==> src/rtl/vga_timing_gen_if.sv <==
// Video timing bundle between the timing generator (master) and downstream
// draw/overlay stages (slave): pixel enable in, counters, flags and strobes out.
interface vga_timing_gen_if #(
    parameter int CW       = 11,
    parameter int FRAME_CW = 16
);
    logic                ce;
    logic [CW-1:0]       hcount;
    logic [CW-1:0]       vcount;
    logic                hblnk;
    logic                vblnk;
    logic                hsync;
    logic                vsync;
    logic                sol;
    logic                sof;
    logic [FRAME_CW-1:0] frame_cnt;

    modport master (
        input  ce,
        output hcount, vcount, hblnk, vblnk, hsync, vsync, sol, sof, frame_cnt
    );

    modport slave (
        output ce,
        input  hcount, vcount, hblnk, vblnk, hsync, vsync, sol, sof, frame_cnt
    );
endinterface

==> src/rtl/vga_timing_gen.sv <==
// Parametrised VGA timing generator with pixel enable, sync polarity and line/frame strobes.
// Optional completed-frame counter is built only when VGA_TIMING_FRAME_CNT_EN is defined.
module vga_timing_gen #(
    parameter int H_ACTIVE  = 800,
    parameter int H_FP      = 40,
    parameter int H_SYNC    = 128,
    parameter int H_BP      = 88,
    parameter int V_ACTIVE  = 600,
    parameter int V_FP      = 1,
    parameter int V_SYNC    = 4,
    parameter int V_BP      = 23,
    parameter bit HSYNC_POL = 1'b1,
    parameter bit VSYNC_POL = 1'b1,
    parameter int CW        = 11,
    parameter int FRAME_CW  = 16
) (
    input logic              clk,
    input logic              rst_n,
    vga_timing_gen_if.master vga
);
    localparam int H_TOTAL = H_ACTIVE + H_FP + H_SYNC + H_BP;
    localparam int H_SS    = H_ACTIVE + H_FP;
    localparam int V_TOTAL = V_ACTIVE + V_FP + V_SYNC + V_BP;
    localparam int V_SS    = V_ACTIVE + V_FP;

    localparam logic [CW-1:0] H_LAST  = CW'(H_TOTAL - 1);
    localparam logic [CW-1:0] V_LAST  = CW'(V_TOTAL - 1);
    localparam logic [CW-1:0] H_ACT_C = CW'(H_ACTIVE);
    localparam logic [CW-1:0] V_ACT_C = CW'(V_ACTIVE);
    localparam logic [CW-1:0] H_SS_C  = CW'(H_SS);
    localparam logic [CW-1:0] H_SE_C  = CW'(H_SS + H_SYNC);
    localparam logic [CW-1:0] V_SS_C  = CW'(V_SS);
    localparam logic [CW-1:0] V_SE_C  = CW'(V_SS + V_SYNC);

    if (H_FP < 1 || H_SYNC < 1 || H_BP < 1 || V_FP < 1 || V_SYNC < 1 || V_BP < 1) begin : g_bad_porch
        $fatal(1, "vga_timing_gen: every porch and sync width must be at least 1");
    end
    if (H_TOTAL > (1 << CW) || V_TOTAL > (1 << CW)) begin : g_bad_cw
        $fatal(1, "vga_timing_gen: H_TOTAL/V_TOTAL do not fit in CW bits");
    end

    logic [CW-1:0] hcount_q, hcount_d;
    logic [CW-1:0] vcount_q, vcount_d;
    logic          hblnk_q, hblnk_d;
    logic          vblnk_q, vblnk_d;
    logic          hsync_q, hsync_d;
    logic          vsync_q, vsync_d;
    logic          sol_q, sol_d;
    logic          sof_q, sof_d;
    logic          h_wrap;
    logic          v_wrap;

    // Flags are decoded from the next counter values so they register alongside them.
    always_comb begin
        hcount_d = hcount_q;
        vcount_d = vcount_q;
        sol_d    = 1'b0;
        sof_d    = 1'b0;
        h_wrap   = (hcount_q == H_LAST);
        v_wrap   = (vcount_q == V_LAST);
        if (vga.ce) begin
            if (h_wrap) begin
                hcount_d = '0;
                sol_d    = 1'b1;
                if (v_wrap) begin
                    vcount_d = '0;
                    sof_d    = 1'b1;
                end else begin
                    vcount_d = vcount_q + CW'(1);
                end
            end else begin
                hcount_d = hcount_q + CW'(1);
            end
        end
        hblnk_d = (hcount_d >= H_ACT_C);
        vblnk_d = (vcount_d >= V_ACT_C);
        hsync_d = ((hcount_d >= H_SS_C) && (hcount_d < H_SE_C)) ^ ~HSYNC_POL;
        vsync_d = ((vcount_d >= V_SS_C) && (vcount_d < V_SE_C)) ^ ~VSYNC_POL;
    end

    always_ff @(posedge clk or negedge rst_n) begin
        if (!rst_n) begin
            hcount_q <= '0;
            vcount_q <= '0;
            hblnk_q  <= 1'b0;
            vblnk_q  <= 1'b0;
            hsync_q  <= ~HSYNC_POL;
            vsync_q  <= ~VSYNC_POL;
            sol_q    <= 1'b0;
            sof_q    <= 1'b0;
        end else begin
            hcount_q <= hcount_d;
            vcount_q <= vcount_d;
            hblnk_q  <= hblnk_d;
            vblnk_q  <= vblnk_d;
            hsync_q  <= hsync_d;
            vsync_q  <= vsync_d;
            sol_q    <= sol_d;
            sof_q    <= sof_d;
        end
    end

`ifdef VGA_TIMING_FRAME_CNT_EN
    logic [FRAME_CW-1:0] frame_cnt_q, frame_cnt_d;

    // Advances on the same edge that raises sof, so both appear together.
    always_comb begin
        frame_cnt_d = frame_cnt_q;
        if (sof_d) begin
            frame_cnt_d = frame_cnt_q + FRAME_CW'(1);
        end
    end

    always_ff @(posedge clk or negedge rst_n) begin
        if (!rst_n) begin
            frame_cnt_q <= '0;
        end else begin
            frame_cnt_q <= frame_cnt_d;
        end
    end

    assign vga.frame_cnt = frame_cnt_q;
`else
    assign vga.frame_cnt = '0;
`endif

    assign vga.hcount = hcount_q;
    assign vga.vcount = vcount_q;
    assign vga.hblnk  = hblnk_q;
    assign vga.vblnk  = vblnk_q;
    assign vga.hsync  = hsync_q;
    assign vga.vsync  = vsync_q;
    assign vga.sol    = sol_q;
    assign vga.sof    = sof_q;
endmodule
==> src/flat_wrapper.sv <==
// flat-port wrapper written by rule: the top's interface ports become plain ports
module vga_timing_gen_flat 
#(
    parameter int H_ACTIVE  = 800,
    parameter int H_FP      = 40,
    parameter int H_SYNC    = 128,
    parameter int H_BP      = 88,
    parameter int V_ACTIVE  = 600,
    parameter int V_FP      = 1,
    parameter int V_SYNC    = 4,
    parameter int V_BP      = 23,
    parameter bit HSYNC_POL = 1'b1,
    parameter bit VSYNC_POL = 1'b1,
    parameter int CW        = 11,
    parameter int FRAME_CW  = 16
)
  (clk, rst_n, vga_ce, vga_hcount, vga_vcount, vga_hblnk, vga_vblnk, vga_hsync, vga_vsync, vga_sol, vga_sof, vga_frame_cnt);
  vga_timing_gen_if #(.CW(CW), .FRAME_CW(FRAME_CW)) vga_i ();
  input logic clk;
  input logic rst_n;
  input wire logic [$bits(vga_i.ce)-1:0] vga_ce;
  output wire logic [$bits(vga_i.hcount)-1:0] vga_hcount;
  output wire logic [$bits(vga_i.vcount)-1:0] vga_vcount;
  output wire logic [$bits(vga_i.hblnk)-1:0] vga_hblnk;
  output wire logic [$bits(vga_i.vblnk)-1:0] vga_vblnk;
  output wire logic [$bits(vga_i.hsync)-1:0] vga_hsync;
  output wire logic [$bits(vga_i.vsync)-1:0] vga_vsync;
  output wire logic [$bits(vga_i.sol)-1:0] vga_sol;
  output wire logic [$bits(vga_i.sof)-1:0] vga_sof;
  output wire logic [$bits(vga_i.frame_cnt)-1:0] vga_frame_cnt;
  assign vga_i.ce = vga_ce;
  assign vga_hcount = vga_i.hcount;
  assign vga_vcount = vga_i.vcount;
  assign vga_hblnk = vga_i.hblnk;
  assign vga_vblnk = vga_i.vblnk;
  assign vga_hsync = vga_i.hsync;
  assign vga_vsync = vga_i.vsync;
  assign vga_sol = vga_i.sol;
  assign vga_sof = vga_i.sof;
  assign vga_frame_cnt = vga_i.frame_cnt;
  vga_timing_gen #(.H_ACTIVE(H_ACTIVE), .H_FP(H_FP), .H_SYNC(H_SYNC), .H_BP(H_BP), .V_ACTIVE(V_ACTIVE), .V_FP(V_FP), .V_SYNC(V_SYNC), .V_BP(V_BP), .HSYNC_POL(HSYNC_POL), .VSYNC_POL(VSYNC_POL), .CW(CW), .FRAME_CW(FRAME_CW)) u_core (.clk(clk), .rst_n(rst_n), .vga(vga_i));
endmodule
==> config.mk <==
export PLATFORM = sky130hd
export DESIGN_NAME = vga_timing_gen_flat
export DESIGN_NICKNAME = d
export VERILOG_FILES = /design/src/rtl/vga_timing_gen_if.sv /design/src/rtl/vga_timing_gen.sv /design/src/flat_wrapper.sv
export SDC_FILE = /design/constraint.sdc
export NUM_CORES = 1
export LEC_CHECK = 0
export ABC_AREA = 0
export ABC_CLOCK_PERIOD_IN_PS = 3590
export BUFFER_PORTS_ARGS = -buffer_cell sky130_fd_sc_hd__buf_2
export CORE_UTILIZATION = 40
export CTS_CLUSTER_DIAMETER = 40
export DETAILED_ROUTE_END_ITERATION = 16
export GPL_ROUTABILITY_DRIVEN = 1
export GPL_TIMING_DRIVEN = 0
export SLEW_MARGIN = 20
export SYNTH_ARGS = -nofsm -noshare
export SYNTH_HDL_FRONTEND = slang
export SYNTH_SLANG_ARGS = --single-unit
export TNS_END_PERCENT = 1
==> constraint.sdc <==
create_clock -name clk -period 3.59 [get_ports clk]
set_input_delay 0.718 -clock clk [delete_from_list [all_inputs] [get_ports clk]]
set_output_delay 0.718 -clock clk [all_outputs]
set_load 0.02 [all_outputs]
# Word-level counts from Yosys, hierarchy flattened
# Index checks and enable logic that the tools add are counted.
[totals]
register_bits = 28
in_bits = 3
elab_cells = 30
[classes]
addsub = 2
magnitude_cmp = 6
eq_ne = 2
mux = 10
n_reduce_logical = 2
[op_table]
columns = ["cell", "count"]
rows = [
  ["$mux 11", 5],
  ["$ge 11x10->1 const B", 4],
  ["$add 11x1->11 const B", 2],
  ["$lt 11x10->1 const B", 2],
  ["$eq 11x10->1 const B", 1],
  ["$eq 11x11->1 const B", 1],
  ["$mux 1", 5],
  ["$logic_and 1x1->1", 2],
]

# Depth between registers and ports, before layout
[depth]
depth_word = 6
mapped_depth = 10
depth_no_buf = 8

# Worst setup path before layout
# Ideal clock, no wire load.
[synth_path]
kind = "input -> register"
from = "input vga_ce"
to = "register u_core.vblnk_q, in the netlist u_core.vga.vblnk"
setup_ps = 120
arrival_ps = 2672
required_ps = 3470
setup_slack_ps = 799
stages = 8
path_buffers = 2
path_cell_list = "clkbuf_1 -> nand2_1 -> or4_1 -> buf_6 -> or3_1 -> xnor2_1 -> o21a_1 -> o22a_2"
[synth_via]
elab_chain_len = 2
[synth_rtl]
columns = ["item", "line_no", "source"]
rows = [
  ["start: declaration", "flat_wrapper.sv:21", "input wire logic [$bits(vga_i.ce)-1:0] vga_ce;"],
  ["$mux 11", "vga_timing_gen.sv:61", "if (vga.ce) begin"],
  ["$ge 11x10->1", "vga_timing_gen.sv:76", "vblnk_d = (vcount_d >= V_ACT_C);"],
  ["named net u_core.vblnk_d", "vga_timing_gen.sv:45", "logic vblnk_q, vblnk_d;"],
  ["end signal: assignment", "vga_timing_gen.sv:95", "vblnk_q <= vblnk_d;"],
  ["end: declaration", "vga_timing_gen.sv:45", ""],
]
# The timed path passes the listed nets, and every way through them passes these cells.

# Final worst setup path
# Ends and elaborated chain as after synthesis.

==> results_dict.tcl <==
set metrics [dict create \
    cts_tree "yes" \
    muxShareOfSynthArea 0 \
    yosysTopAreaCell "dfrtp_1" \
    antenna_found_initial 0 \
    relSlewSlack 0.5826 \
    htree_levels 1 \
    finalSetupViolCount 0 \
    arrival_ns 2.94 \
    status "finished, final reports clean" \
    worst_slew_pin_slew_ns 0.6261 \
    synth_top_family_by_area "simple AND/OR/NAND/NOR gates" \
    ir_drop_mv 0.1534 \
    skew_ns 0.003746 \
    grt_pass1_vias 1297 \
    synth-xor-area-share 0.07603 \
    multi_input_area_um2 750.7 \
    die_y_um 65.50 \
    fin_crit_sh 0.7700 \
    tns_ns 0 \
    dpl.hpwl_um 2590 \
    synthTopCellsByCount "dfrtp_1 (28), buf_4 (16), nand2_1 (12)" \
    synth-edff-count 0 \
    setup.worst_path.start_class "input pin" \
    netlist_area_um2 1613 \
    coreArea_um2 3771 \
    leakagePower_nw 0.9972 \
    worst_setup_path_end_kind "register" \
    seq_area_frac_synth 0.4344 \
    clk_pin_slew_ns 0.10 \
    path_class "in2reg" \
    yosys.area.top_type_share 0.4344 \
    grt_overflow 0 \
    portBuffers 29 \
    n_antenna_cell 0 \
    async_reset_ff_frac 1.000 \
    drive_gt1_frac 0.2791 \
    ys_ff_latch 28 \
    num-nets-final 221 \
    syn_area_per_cell_um2 9.657 \
    cts_resized 0 \
    grt_pass1_wl_um 5775 \
    via_count 1333 \
    die_area_um2 4290 \
    synthAdderAreaFrac 0.01552 \
    pin_count 47 \
    start_util 0.4277 \
    rsz0062_at_grt "no" \
    n_fill_cell 371 \
    drt_iter0_drc 103 \
    area_growth_pct 20.64 \
    hp-class "in2async" \
    drtPass1Iterations 4 \
    wirelength_um 3420 \
    syn_inst 167 \
    root_buffer "clkbuf_8" \
    synthTopCellsByArea "dfrtp_1 (43%), buf_4 (7.4%), xnor2_1 (4.9%)" \
    fmax_mhz 361.7 \
    ys.flop_type "dfrtp_1" \
    clock_latency_ns 0.28 \
    regArea_um2 700.7 \
    cts_sinks 28 \
    max_cap_violations 0 \
    clockBufferDepth 2 \
    via_per_inst 5.068 \
    slew_viol_final 0 \
    cp_max_fo 10 \
    grt_max_degree 29 \
    cts_hold_buffers 0 \
    cts_buffers 3 \
    required_ns 3.77 \
    post-cts-setup-buffer-count 0 \
    dieWidth_um 65.50 \
    yosys_warnings 0 \
    period_minus_slack_ns 2.764 \
    synth_cell_types 44 \
    globalplace.congestion 0.8056 \
    wl_per_cell_um 13.00 \
    ant_nets 0 \
    yosysMostFrequentCell "dfrtp_1" \
    grt_usage 0.1736 \
    hold_viol_final 0 \
    power.density_nw_per_um2 420.6 \
    final_util 0.5159 \
    rows 22 \
    synth_compound_area_frac 0.1102 \
    route.detailed.drc 0 \
    synth-simple-area-share 0.2265 \
]
==> where the power goes <==
| part | switching [W] | total [W] | leakage [nW] | internal, W |
|---|---|---|---|---|
| combinational | 0.000122 | 0.000188 | 0.591 | 0.0000657 |
| clock | 0.000100 | 0.000250 | 0.0357 | 0.000149 |
| sequential | 0.0000381 | 0.000381 | 0.371 | 0.000343 |
==> metrics by stage <==
stage,setup slack (ns),instance area [um^2],power (W),hold WS (ns),cells
6_report,0.8256,1946,0.0008184,0.4463,263
5_1_grt,0.6568,1946,0.0008618,0.4951,263
4_1_cts,0.8619,1946,0.0008269,0.4668,263
3_5_place_dp,0.5545,1874,0.0005760,0.5514,259
3_3_place_gp,0.5800,1874,0.0005701,0.5484,259
2_1_floorplan,0.7988,1669,0.0005159,0.4224,182
==> final cells by class <==
| cell class | count | share of cell area |
|---|---|---|
| multi-input combinational | 122 | 0.3859 |
| sequential | 28 | 0.3601 |
| buffer | 21 | 0.08424 |
| timing repair buffer | 29 | 0.07460 |
| tap | 48 | 0.03087 |
| inverter | 11 | 0.02765 |
| clock buffer | 3 | 0.02122 |
| clock inverter | 1 | 0.01543 |
==> registers in the layout, summed over array words and instances, names as in the netlist <==
register	count
u_core.vga.sof	1
u_core.vga.hblnk	1
u_core.vga.sol	1
u_core.vga.vblnk	1
u_core.vga.vcount	11
u_core.vga.vsync	1
u_core.vga.hsync	1
u_core.vga.hcount	11
==> metal layers <==
layer / track usage / routed length [um]
met5: 0 / 0
met4: 0.07065 / 63
met3: 0.02431 / 173
met2: 0.2951 / 1653
met1: 0.2200 / 1529
==> path summary, 6_finish.rpt <==
| path | start | to | slack [ns] | depth (start not counted) |
|---|---|---|---|---|
| worst max-delay path | vga_ce | u_core.vga.vblnk | 0.83 | 8 |
| worst min-delay path | rst_n | u_core.vga.sol | 0.45 | 1 |
| max in group asynchronous | rst_n | u_core.vga.hcount[8] | 2.74 | 1 |
| worst max register to register | u_core.vga.hcount[5] | u_core.vga.vblnk | 0.94 | 7 |
| worst min register to register | u_core.vga.vcount[10] | u_core.vga.vcount[10] | 0.58 | 2 |
| min in group clk | u_core.vga.vcount[10] | u_core.vga.vcount[10] | 0.58 | 2 |
==> critical path: stages <==
cell and delay (ns):
clkbuf_1 0.33, nand2_1 0.26, or4_1 0.56, buf_6 0.17, or3_1 0.36, xnor2_1 0.16, o21a_1 0.21, o22a_2 0.17
==> kinds of logic after synthesis <==
logic type      after synthesis
simple gates                 62
fa+ha+maj                     2
buf+inv                      32
flops                        28
xor+xnor                     14
other cells                   1
compound gates               28
==> cell usage in the layout, fill, tap and decap left out, types with 3 or more instances in the layout <==
cell type | netlist | final
xnor2_1 | 9 | 9
dfrtp_1 | 28 | 28
o21ai_0 | 11 | 11
nand3_1 | 6 | 6
a21oi_1 | 4 | 4
buf_2 | 1 | 30
nor3_1 | 7 | 7
clkbuf_8 | 0 | 3
nand2b_1 | 3 | 3
inv_1 | 10 | 10
conb_1 | 1 | 16
nand2_1 | 12 | 12
xor2_1 | 5 | 5
nand4_1 | 10 | 10
buf_4 | 16 | 16
a31oi_1 | 3 | 3
nor2_1 | 6 | 6
or3_1 | 3 | 3
Note: power is estimated with default switching activity, not from simulation.
